`config.mk`:
```
export PLATFORM = sky130hd
export DESIGN_NAME = mmu_ppn_idb_bridge_flat
export DESIGN_NICKNAME = d
export VERILOG_FILES = /design/src/rtl/mmu_ppn_idb_bridge_if.sv /design/src/rtl/mmu_ppn_idb_bridge.sv /design/src/flat_wrapper.sv
export SDC_FILE = /design/constraint.sdc
export NUM_CORES = 1
export LEC_CHECK = 0
export BUFFER_PORTS_ARGS = -buffer_cell sky130_fd_sc_hd__buf_2
export CORE_MARGIN = 5
export CORE_UTILIZATION = 40
export DETAILED_ROUTE_END_ITERATION = 12
export SLEW_MARGIN = 30
export SYNTH_ARGS = -nofsm -noshare
export SYNTH_HDL_FRONTEND = slang
export SYNTH_SLANG_ARGS = --single-unit
export TNS_END_PERCENT = 1
```
`constraint.sdc`:
```
create_clock -name sysclk -period 6.4 [get_ports sysclk]
set_input_delay 0.32 -clock sysclk [delete_from_list [all_inputs] [get_ports sysclk]]
set_output_delay 0.32 -clock sysclk [all_outputs]
set_load 0.05 [all_outputs]
```
`src/rtl/mmu_ppn_idb_bridge_if.sv`:
```
// mmu_ppn_idb_bridge_if
//   Bus bundle between the PPN/IDB bridge and its environment.
//   The bridge uses the "slave" modport. The environment (MMU datapath,
//   IDB, page-table RAM consumer) uses the "master" modport.
//
//   Signals (W = LANES*LANE_W):
//     ESTOF_n   direction, 1 = PPN->IDB (read), 0 = IDB->PPN (write)
//     EIP_n     per-lane enable, active-low
//     EIPR_n    reduced mode for the top lane, active-low
//     IDB_IN    IDB value from the bus
//     PPN_IN    current PPN value
//     IDB_OUT   IDB value driven back onto the bus
//     IDB_DRV   lanes currently driven by the bridge
//     WR_VALID  write FIFO head is valid
//     WR_READY  consumer accepts the head
//     PPN_OUT   FIFO head word (0 when WR_VALID=0)
//     WR_MASK   lanes written in the head word
//     WR_FULL   FIFO holds DEPTH entries
//     OVERRUN   sticky, a write was dropped
//     CLR_OVR   clears OVERRUN
//
//   Handshake: a head word transfers on a rising edge where WR_VALID=1
//   and WR_READY=1. WR_VALID/PPN_OUT/WR_MASK stay stable until that
//   transfer. WR_READY may change freely and never combinationally
//   affects any bridge output.
interface mmu_ppn_idb_bridge_if #(
    parameter int LANES  = 2,
    parameter int LANE_W = 8
);
    localparam int W = LANES * LANE_W;

    logic             ESTOF_n;
    logic [LANES-1:0] EIP_n;
    logic             EIPR_n;
    logic [W-1:0]     IDB_IN;
    logic [W-1:0]     PPN_IN;
    logic [W-1:0]     IDB_OUT;
    logic [LANES-1:0] IDB_DRV;
    logic             WR_VALID;
    logic             WR_READY;
    logic [W-1:0]     PPN_OUT;
    logic [LANES-1:0] WR_MASK;
    logic             WR_FULL;
    logic             OVERRUN;
    logic             CLR_OVR;

    modport slave (
        input  ESTOF_n, EIP_n, EIPR_n, IDB_IN, PPN_IN, WR_READY, CLR_OVR,
        output IDB_OUT, IDB_DRV, WR_VALID, PPN_OUT, WR_MASK, WR_FULL, OVERRUN
    );

    modport master (
        output ESTOF_n, EIP_n, EIPR_n, IDB_IN, PPN_IN, WR_READY, CLR_OVR,
        input  IDB_OUT, IDB_DRV, WR_VALID, PPN_OUT, WR_MASK, WR_FULL, OVERRUN
    );
endinterface

```
`src/rtl/mmu_ppn_idb_bridge.sv`:
```
// mmu_ppn_idb_bridge
//   Clocked byte-lane bridge between the MMU PPN field and the IDB.
//   Read direction: enabled lanes of the (optionally reduced) PPN are
//   captured into a holding register that drives those IDB lanes one
//   cycle later; undriven lanes pass IDB_IN straight through.
//   Write direction: on the first cycle of each enable strobe, the IDB
//   lanes are merged into the PPN, reduced, and pushed with their lane
//   mask into a DEPTH-entry FIFO drained by a valid/ready consumer.
//
//   Ports:
//     sysclk     system clock, rising edge
//     sys_rst_n  synchronous active-low reset
//     bus_if     mmu_ppn_idb_bridge_if.slave (see interface header)
module mmu_ppn_idb_bridge #(
    parameter int LANES     = 2,
    parameter int LANE_W    = 8,
    parameter int REDUCED_W = 1,
    parameter int DEPTH     = 4
) (
    input  logic                    sysclk,
    input  logic                    sys_rst_n,
    mmu_ppn_idb_bridge_if.slave     bus_if
);
    localparam int W      = LANES * LANE_W;
    localparam int AW     = $clog2(DEPTH);
    localparam int CW     = AW + 1;
    localparam int RED_LO = (LANES - 1) * LANE_W + REDUCED_W;
    localparam logic [CW-1:0] DEPTH_C = CW'(DEPTH);

    // Reduced mode clears the top-lane bits above REDUCED_W; all lower
    // lanes are untouched.
    function automatic logic [W-1:0] reduce_word(input logic [W-1:0] x,
                                                 input logic       red_n);
        logic [W-1:0] r;
        r = x;
        if (!red_n) begin
            for (int b = RED_LO; b < W; b++) begin
                r[b] = 1'b0;
            end
        end
        return r;
    endfunction

    // ------------------------------------------------------------------
    // Read path
    // ------------------------------------------------------------------
    logic [W-1:0]     rd_q, rd_d;
    logic [LANES-1:0] drv_q, drv_d;
    logic [W-1:0]     ppn_red;
    logic [W-1:0]     idb_out;

    assign ppn_red = reduce_word(bus_if.PPN_IN, bus_if.EIPR_n);

    always_comb begin
        rd_d  = rd_q;
        drv_d = '0;
        for (int i = 0; i < LANES; i++) begin
            drv_d[i] = bus_if.ESTOF_n & ~bus_if.EIP_n[i];
            if (drv_d[i]) begin
                rd_d[i*LANE_W +: LANE_W] = ppn_red[i*LANE_W +: LANE_W];
            end
        end
    end

    always_ff @(posedge sysclk) begin
        if (!sys_rst_n) begin
            rd_q  <= '0;
            drv_q <= '0;
        end else begin
            rd_q  <= rd_d;
            drv_q <= drv_d;
        end
    end

    // Driven lanes show the holding register, others echo the bus.
    always_comb begin
        idb_out = bus_if.IDB_IN;
        for (int i = 0; i < LANES; i++) begin
            if (drv_q[i]) begin
                idb_out[i*LANE_W +: LANE_W] = rd_q[i*LANE_W +: LANE_W];
            end
        end
    end

    assign bus_if.IDB_OUT = idb_out;
    assign bus_if.IDB_DRV = drv_q;

    // ------------------------------------------------------------------
    // Write strobe detection
    // ------------------------------------------------------------------
    // wr_act includes the direction, so a read->write flip with lanes
    // still enabled looks like a fresh rising edge of the strobe.
    // wr_hold_q is set by reset and held until wr_act drops, so a strobe
    // that straddles reset release never pushes.
    logic wr_act;
    logic wr_act_q;
    logic wr_hold_q;
    logic push_req;
    logic [W-1:0] merged;
    logic [W-1:0] wr_word;

    assign wr_act   = ~bus_if.ESTOF_n & ~(&bus_if.EIP_n);
    assign push_req = wr_act & ~wr_act_q & ~wr_hold_q;

    always_comb begin
        merged = bus_if.PPN_IN;
        for (int i = 0; i < LANES; i++) begin
            if (!bus_if.EIP_n[i]) begin
                merged[i*LANE_W +: LANE_W] = bus_if.IDB_IN[i*LANE_W +: LANE_W];
            end
        end
        wr_word = reduce_word(merged, bus_if.EIPR_n);
    end

    // ------------------------------------------------------------------
    // Write FIFO
    // ------------------------------------------------------------------
    logic [W-1:0]     mem_word_q [DEPTH];
    logic [LANES-1:0] mem_mask_q [DEPTH];
    logic [AW-1:0]    wptr_q, wptr_d;
    logic [AW-1:0]    rptr_q, rptr_d;
    logic [CW-1:0]    cnt_q, cnt_d;
    logic             ovr_q, ovr_d;
    logic             fifo_valid;
    logic             fifo_full;
    logic             pop;
    logic             push_ok;
    logic             drop;

    assign fifo_valid = (cnt_q != '0);
    assign fifo_full  = (cnt_q == DEPTH_C);
    assign pop        = fifo_valid & bus_if.WR_READY;
    // A pop on the same edge frees the slot, so a full FIFO still
    // accepts the push.
    assign push_ok    = push_req & (~fifo_full | pop);
    assign drop       = push_req & fifo_full & ~pop;

    always_comb begin
        wptr_d = wptr_q;
        rptr_d = rptr_q;
        cnt_d  = cnt_q;
        ovr_d  = ovr_q;
        if (push_ok) begin
            wptr_d = wptr_q + AW'(1);
        end
        if (pop) begin
            rptr_d = rptr_q + AW'(1);
        end
        case ({push_ok, pop})
            2'b10:   cnt_d = cnt_q + CW'(1);
            2'b01:   cnt_d = cnt_q - CW'(1);
            default: cnt_d = cnt_q;
        endcase
        // Set has priority over clear.
        if (drop) begin
            ovr_d = 1'b1;
        end else if (bus_if.CLR_OVR) begin
            ovr_d = 1'b0;
        end
    end

    always_ff @(posedge sysclk) begin
        if (!sys_rst_n) begin
            wptr_q    <= '0;
            rptr_q    <= '0;
            cnt_q     <= '0;
            ovr_q     <= 1'b0;
            wr_act_q  <= 1'b0;
            wr_hold_q <= 1'b1;
        end else begin
            wptr_q    <= wptr_d;
            rptr_q    <= rptr_d;
            cnt_q     <= cnt_d;
            ovr_q     <= ovr_d;
            wr_act_q  <= wr_act;
            wr_hold_q <= wr_hold_q & wr_act;
        end
    end

    // Storage needs no reset: the head is masked to zero while empty.
    always_ff @(posedge sysclk) begin
        if (sys_rst_n && push_ok) begin
            mem_word_q[wptr_q] <= wr_word;
            mem_mask_q[wptr_q] <= ~bus_if.EIP_n;
        end
    end

    assign bus_if.WR_VALID = fifo_valid;
    assign bus_if.PPN_OUT  = fifo_valid ? mem_word_q[rptr_q] : '0;
    assign bus_if.WR_MASK  = fifo_valid ? mem_mask_q[rptr_q] : '0;
    assign bus_if.WR_FULL  = fifo_full;
    assign bus_if.OVERRUN  = ovr_q;

endmodule

```
`src/flat_wrapper.sv`:
```
// flat-port wrapper written by rule: the top's interface ports become plain ports
module mmu_ppn_idb_bridge_flat 
#(
    parameter int LANES     = 2,
    parameter int LANE_W    = 8,
    parameter int REDUCED_W = 1,
    parameter int DEPTH     = 4
)
  (sysclk, sys_rst_n, bus_if_ESTOF_n, bus_if_EIP_n, bus_if_EIPR_n, bus_if_IDB_IN, bus_if_PPN_IN, bus_if_WR_READY, bus_if_CLR_OVR, bus_if_IDB_OUT, bus_if_IDB_DRV, bus_if_WR_VALID, bus_if_PPN_OUT, bus_if_WR_MASK, bus_if_WR_FULL, bus_if_OVERRUN);
  mmu_ppn_idb_bridge_if #(.LANES(LANES), .LANE_W(LANE_W)) bus_if_i ();
  input  logic sysclk;
  input  logic sys_rst_n;
  input wire logic [$bits(bus_if_i.ESTOF_n)-1:0] bus_if_ESTOF_n;
  input wire logic [$bits(bus_if_i.EIP_n)-1:0] bus_if_EIP_n;
  input wire logic [$bits(bus_if_i.EIPR_n)-1:0] bus_if_EIPR_n;
  input wire logic [$bits(bus_if_i.IDB_IN)-1:0] bus_if_IDB_IN;
  input wire logic [$bits(bus_if_i.PPN_IN)-1:0] bus_if_PPN_IN;
  input wire logic [$bits(bus_if_i.WR_READY)-1:0] bus_if_WR_READY;
  input wire logic [$bits(bus_if_i.CLR_OVR)-1:0] bus_if_CLR_OVR;
  output wire logic [$bits(bus_if_i.IDB_OUT)-1:0] bus_if_IDB_OUT;
  output wire logic [$bits(bus_if_i.IDB_DRV)-1:0] bus_if_IDB_DRV;
  output wire logic [$bits(bus_if_i.WR_VALID)-1:0] bus_if_WR_VALID;
  output wire logic [$bits(bus_if_i.PPN_OUT)-1:0] bus_if_PPN_OUT;
  output wire logic [$bits(bus_if_i.WR_MASK)-1:0] bus_if_WR_MASK;
  output wire logic [$bits(bus_if_i.WR_FULL)-1:0] bus_if_WR_FULL;
  output wire logic [$bits(bus_if_i.OVERRUN)-1:0] bus_if_OVERRUN;
  assign bus_if_i.ESTOF_n = bus_if_ESTOF_n;
  assign bus_if_i.EIP_n = bus_if_EIP_n;
  assign bus_if_i.EIPR_n = bus_if_EIPR_n;
  assign bus_if_i.IDB_IN = bus_if_IDB_IN;
  assign bus_if_i.PPN_IN = bus_if_PPN_IN;
  assign bus_if_i.WR_READY = bus_if_WR_READY;
  assign bus_if_i.CLR_OVR = bus_if_CLR_OVR;
  assign bus_if_IDB_OUT = bus_if_i.IDB_OUT;
  assign bus_if_IDB_DRV = bus_if_i.IDB_DRV;
  assign bus_if_WR_VALID = bus_if_i.WR_VALID;
  assign bus_if_PPN_OUT = bus_if_i.PPN_OUT;
  assign bus_if_WR_MASK = bus_if_i.WR_MASK;
  assign bus_if_WR_FULL = bus_if_i.WR_FULL;
  assign bus_if_OVERRUN = bus_if_i.OVERRUN;
  mmu_ppn_idb_bridge #(.LANES(LANES), .LANE_W(LANE_W), .REDUCED_W(REDUCED_W), .DEPTH(DEPTH)) u_core (.sysclk(sysclk), .sys_rst_n(sys_rst_n), .bus_if(bus_if_i));
endmodule
```
## After elaboration in Yosys (flattened, before gate mapping)

Memories as Yosys holds them, arrays and structs flattened. A register that Yosys moved wholly into a read port is not among the register bits.
Cells that the tools add are included.

| word-level totals | value |
|---|---|
| register bits | 28 |
| logic and storage cells | 60 |
| output and inout port bits | 39 |
| bits in writable memories | 72 |
| memories kept | 2 |

Memory list:

| name | words | bits a word | rd ports | clocked after Yosys merged registers in | wr ports | RTL line | source |
|---|---|---|---|---|---|---|---|
| u_core.mem_word_q | 4 | 16 | 1 | 1 | 1 | mmu_ppn_idb_bridge.sv:118 | `logic [W-1:0] mem_word_q [DEPTH];` |
| u_core.mem_mask_q | 4 | 2 | 1 | 1 | 1 | mmu_ppn_idb_bridge.sv:119 | `logic [LANES-1:0] mem_mask_q [DEPTH];` |

| cells by class | value |
|---|---|
| add/sub/neg operators | 4 |
| reduce and logical (&&, ||, !) cells | 5 |
| eq/ne operators | 3 |
| muxes and demuxes | 17 |
| bitwise gates (word level) | 20 |

Operator list:

| kind | count |
|---|---|
| two-way mux 8 bit | 4 |
| two-way mux 16 bit | 1 |
| two-way mux 7 bit | 2 |
| AND 1 bit | 10 |
| two-way mux 2 bit | 5 |
| NOT 1 bit | 8 |
| one-hot mux 3 bit (2 select lines) | 1 |
| adder 2 x 1 -> 2 bit (second input constant) | 2 |
| two-way mux 1 bit | 4 |
| nonzero test 2 bit | 2 |
| adder 3 x 1 -> 3 bit (second input constant) | 1 |
| == test 3 bit (second input constant) | 1 |
| nonzero test 3 bit | 1 |
| subtractor 3 x 1 -> 3 bit (second input constant) | 1 |
| == test 2 x 1 -> 1 bit (second input constant) | 1 |
| == test 2 bit (second input constant) | 1 |
| NOT 2 bit | 1 |
| AND reduction 2 bit | 1 |
| logical AND 1 bit | 1 |
| OR 1 bit | 1 |

## Logic depth before layout (Yosys ltp)

| logic depth | value |
|---|---|
| depth in word-level cells | 9 |
| depth in mapped cells | 10 |

## Least setup slack after synthesis

OpenSTA, ideal clock, no wires.

| timing | value |
|---|---|
| path kind | register -> register |
| start | register u_core.cnt_q[0] |
| end | register u_core.cnt_q[2] |
| arrival time | 2081 ps |
| data required time | 6330 ps |
| setup slack | 4249 ps |
| cell stages (with the launch flop) | 11 |
| clock period less this slack | 2151 ps |
| cells stage by stage | dfxtp_1 > nor4b_2 > nor2b_1 > buf_4 > inv_1 > ha_1 > inv_1 > fa_1 > xor2_1 > or3_1 > a21oi_1 |

| on the way | value |
|---|---|
| word-level cells in the longest chain between the ends | 6 |
| elaborated cells on any way between the ends | 12 |
| classes of those cells | add/sub (2); eq/ne (3); mux (1); bitwise (4); reduce/logical (2) |

RTL lines:

| what | RTL line | source |
|---|---|---|
| start, declared | mmu_ppn_idb_bridge.sv:122 | `logic [CW-1:0] cnt_q, cnt_d;` |
| start signal, assigned | mmu_ppn_idb_bridge.sv:173 | `cnt_q <= cnt_d;` |
| nonzero test 3 bit / == test 3 bit (equally long branches) | mmu_ppn_idb_bridge.sv:130, mmu_ppn_idb_bridge.sv:131 |  |
| AND 1 bit / NOT 1 bit (equally long branches) | mmu_ppn_idb_bridge.sv:132, mmu_ppn_idb_bridge.sv:135 |  |
| OR 1 bit | mmu_ppn_idb_bridge.sv:135 | `assign push_ok = push_req & (~fifo_full \| pop);` |
| AND 1 bit | mmu_ppn_idb_bridge.sv:135 |  |
| == test 2 x 1 -> 1 bit / == test 2 bit (equally long branches) | mmu_ppn_idb_bridge.sv:149 | `case ({push_ok, pop})` |
| one-hot mux 3 bit (2 select lines) / nonzero test 2 bit (equally long branches) | - |  |

Parallel ways exist; a longest one is shown, timed or not.
A chain may end at the register's enable or synchronous reset.

==> flow_summary.ini <==
[floorplan]
fp.coreArea_sq_um = 10900
std_cell_rows = 38
die_area_sq_um = 13300
floorplan.die.height_microns = 115
fp.dieW_microns = 115
io_pins = 79
start_util_pct = 40.8

[synth]
synth_enable_flop_cells = 72
synth_simple_gate_area_share_pct = 10.6
post_synth_inst_count = 304
syn_area_per_cell_sq_um = 14.6
ys_dominant_reg_cell = sky130_fd_sc_hd__edfxtp_1
synth_top_family_by_area = multiplexers
ys_seq_elements = 102
synth_xor_xnor_area_share_pct = 0.788
synth.distinct_cells = 32
synth.cell_area_sq_um = 4450
async_set_or_reset_register_ratio_after_synthesis_pct = 0
postSynthNetCount = 350
synth_compound_gate_area_share_pct = 3.35
synth_mux_area_share_pct = 18.1
synth-adder-area-share_pct = 1.86
synth_sequential_area_ratio_pct = 62.1
yosys_warn_count = 0

[placed_design]
placement.setup.worst_slack_ns = 3.68
dp_cells = 505
hpwl_microns = 6250
gp_congestion = 0.775
portBuffers = 78

[worst_hold_path]
worst_hold_path.num_cells = 3
min-delay-path-class = input port to flop

[route]
route.vias.total = 2598
post_drt_wl_per_cell_microns = 16.9
drt_iter0_drc = 82
post-route-drc-count = 0
totalWireLength_microns = 8830
detail_route_antenna_nets = 0
route.detailed.vias_per_inst = 4.99
firstDrtPassIters = 4

[global_routing]
grt_antenna_before_repair = 0
grt_usage_pct = 13.8
first_global_vias = 2729
maximum_number_of_pins_on_one_net_before_global_route_repair = 26
grt_pass1_wl_microns = 14200
grt_remaining_overflow = 0

[power]
peakVddDrop_v = 0.000147
powerDensity_nw_per_um2 = 321
power_leakage_nw = 1.89

[setup_path]
crit_path_cell_trace = mux4_1 -> nor2b_1 -> buf_2
cp.depth = 3
master_of_the_slowest_instance_on_the_critical_path = sky130_fd_sc_hd__dfxtp_1
cp_num_buf_inv = 1
timing.critical_path.to_type = output port
path_delay_family = flip-flops
slowest_delay_ns = 0.89
crit_required_ns = 6.08
worstRegToRegCells = 9
critical_path.startpoint_type = flop
worstPathMaxFanout = 18
worstPathArrival_ns = 2.07
timing_worst_setup_path_type = flop to output port

[timing]
layout_setup_ws_ns = 4.01
final_critical_delay_including_setup_and_external_delays_ns = 2.39
slew_headroom_pct = 39.1
fin_skew_ns = 0.0149
fin_tns_setup_ns = 0
final-setup-viol-count = 0
fin_crit_sh_pct = 37.3
report.final.slew_viol_count = 0
unrepaired_setup_endpoints_after_global_routing = false
maxClockFrequency_ghz = 0.419
hold_vio_cnt_final = 0
slew_at_the_pin_closest_to_its_max_slew_limit_ns = 0.914

[finish]
mostFrequentLayoutCell = sky130_fd_sc_hd__buf_2
n_fill_cell = 951
most-common-layout-cells = sky130_fd_sc_hd__buf_2, sky130_fd_sc_hd__edfxtp_1, sky130_fd_sc_hd__nand2_1
design.final.nets = 422
n_antenna_cell = 0
drive_above_1_share_pct = 36.0
syn2layout_area_growth_pct = 14.7
finalNonFillerCells = 521

[clock_tree]
cts_repair_resize_count = 0
clkSlewWorstSetupHoldPaths_ns = 0.10
tritoncts = yes
cts-htree-levels = 3
clock_tree.buffer_depth = 2
clock_latency_ns = 0.36
cts_sinks = 102
cts.root.buffer_cell = sky130_fd_sc_hd__clkbuf_8
postCtsSetupRepairBufs = 0
postCtsHoldBufs = 0
numCtsBuffers = 9

[run_status]
run_status = finished, final reports clean

[flow_run]
cap_viol_max_count = 0
[metrics by stage]
step	hold WS [ns]	cell area, sq um	util, %	power, mW
4_1_cts	0.192	5100	46.8	1.66
5_1_grt	0.197	5100	46.8	1.72
3_3_place_gp	0.436	4920	45.2	1.29
6_report	0.208	5100	46.8	1.64
3_5_place_dp	0.447	4920	45.2	1.29
2_1_floorplan	0.428	4450	-	1.19
[sequential cells by signal (all words and copies together) (netlist names), 2 cells and up, named ones only]
signal and flops:
u_core.bus_if.IDB_DRV 2, u_core.cnt_q 3, u_core.mem_mask_q 8, u_core.mem_word_q 64, u_core.rd_q 16, u_core.rptr_q 2
u_core.wptr_q 2
[metal layers]
layer | vias up | track usage (%) | wire, microns
met3 | 9 | 1.78 | 336
li1 | 1258 | - | -
met5 | - | 0 | 0
met1 | 1277 | 18.3 | 3930
met4 | 0 | 4.69 | 109
met2 | 54 | 23.5 | 4450
[path summary, 6_finish.rpt]
check / from / endpoint / slack, ns
worst max-delay path: flop / bus_if_WR_MASK[1] / 4.01
worst min-delay path: bus_if_PPN_IN[4] / u_core.rd_q[4] / 0.21
worst max register to register: u_core.cnt_q[2] / u_core.cnt_q[2] / 4.06
worst min register to register: u_core.rd_q[4] / u_core.rd_q[4] / 0.46
[area by class of cell]
class	count	area [sq um]	share of cell area (%)
multi-input cells	173	1540	30.2
inverters	11	41.3	0.810
clock inverters	6	52.6	1.03
repair buffers	79	398	7.81
well taps	140	175	3.44
clock buffers	10	128	2.50
flip-flops and latches	102	2760	54.2
[cell families (layout without fill, tap and decap cells)]
kind of cell	count (synthesis)	after routing
xor+xnor	4	4
mux	52	52
flops	102	102
simple gates	87	87
buf+inv	29	106
fa+ha+maj	6	6
compound gates	24	24
[tightest hold or removal path, delay by kind of cell]
| family | cells | cell delay (ns) |
|---|---|---|
| and+or+nand+nor | 1 | 0.05 |
| AOI/OAI and AO/OA | 1 | 0.05 |
| buffers and inverters | 1 | 0.10 |
[report_power, final]
part / switching [mW] / internal (mW) / total, mW
clock network: 0.224 / 0.148 / 0.372
logic: 0.356 / 0.161 / 0.517
registers: 0.0211 / 0.728 / 0.749
total: 0.601 / 1.04 / 1.64
[cells in the mapped netlist, drive strengths merged (5+ instances only)]
master	instances	area, sq um
a21oi	20	100
inv	11	41.3
nand3	7	35.0
dfxtp	30	601
edfxtp	72	2160
nor2	9	33.8
and3	5	31.3
buf	9	68.8
nand2	31	116
mux4	18	432
mux2	25	282
mux2i	9	90.1
nor2b	29	196
clkbuf	9	33.8
ha	5	62.6
(Power assumes the default switching activity.)
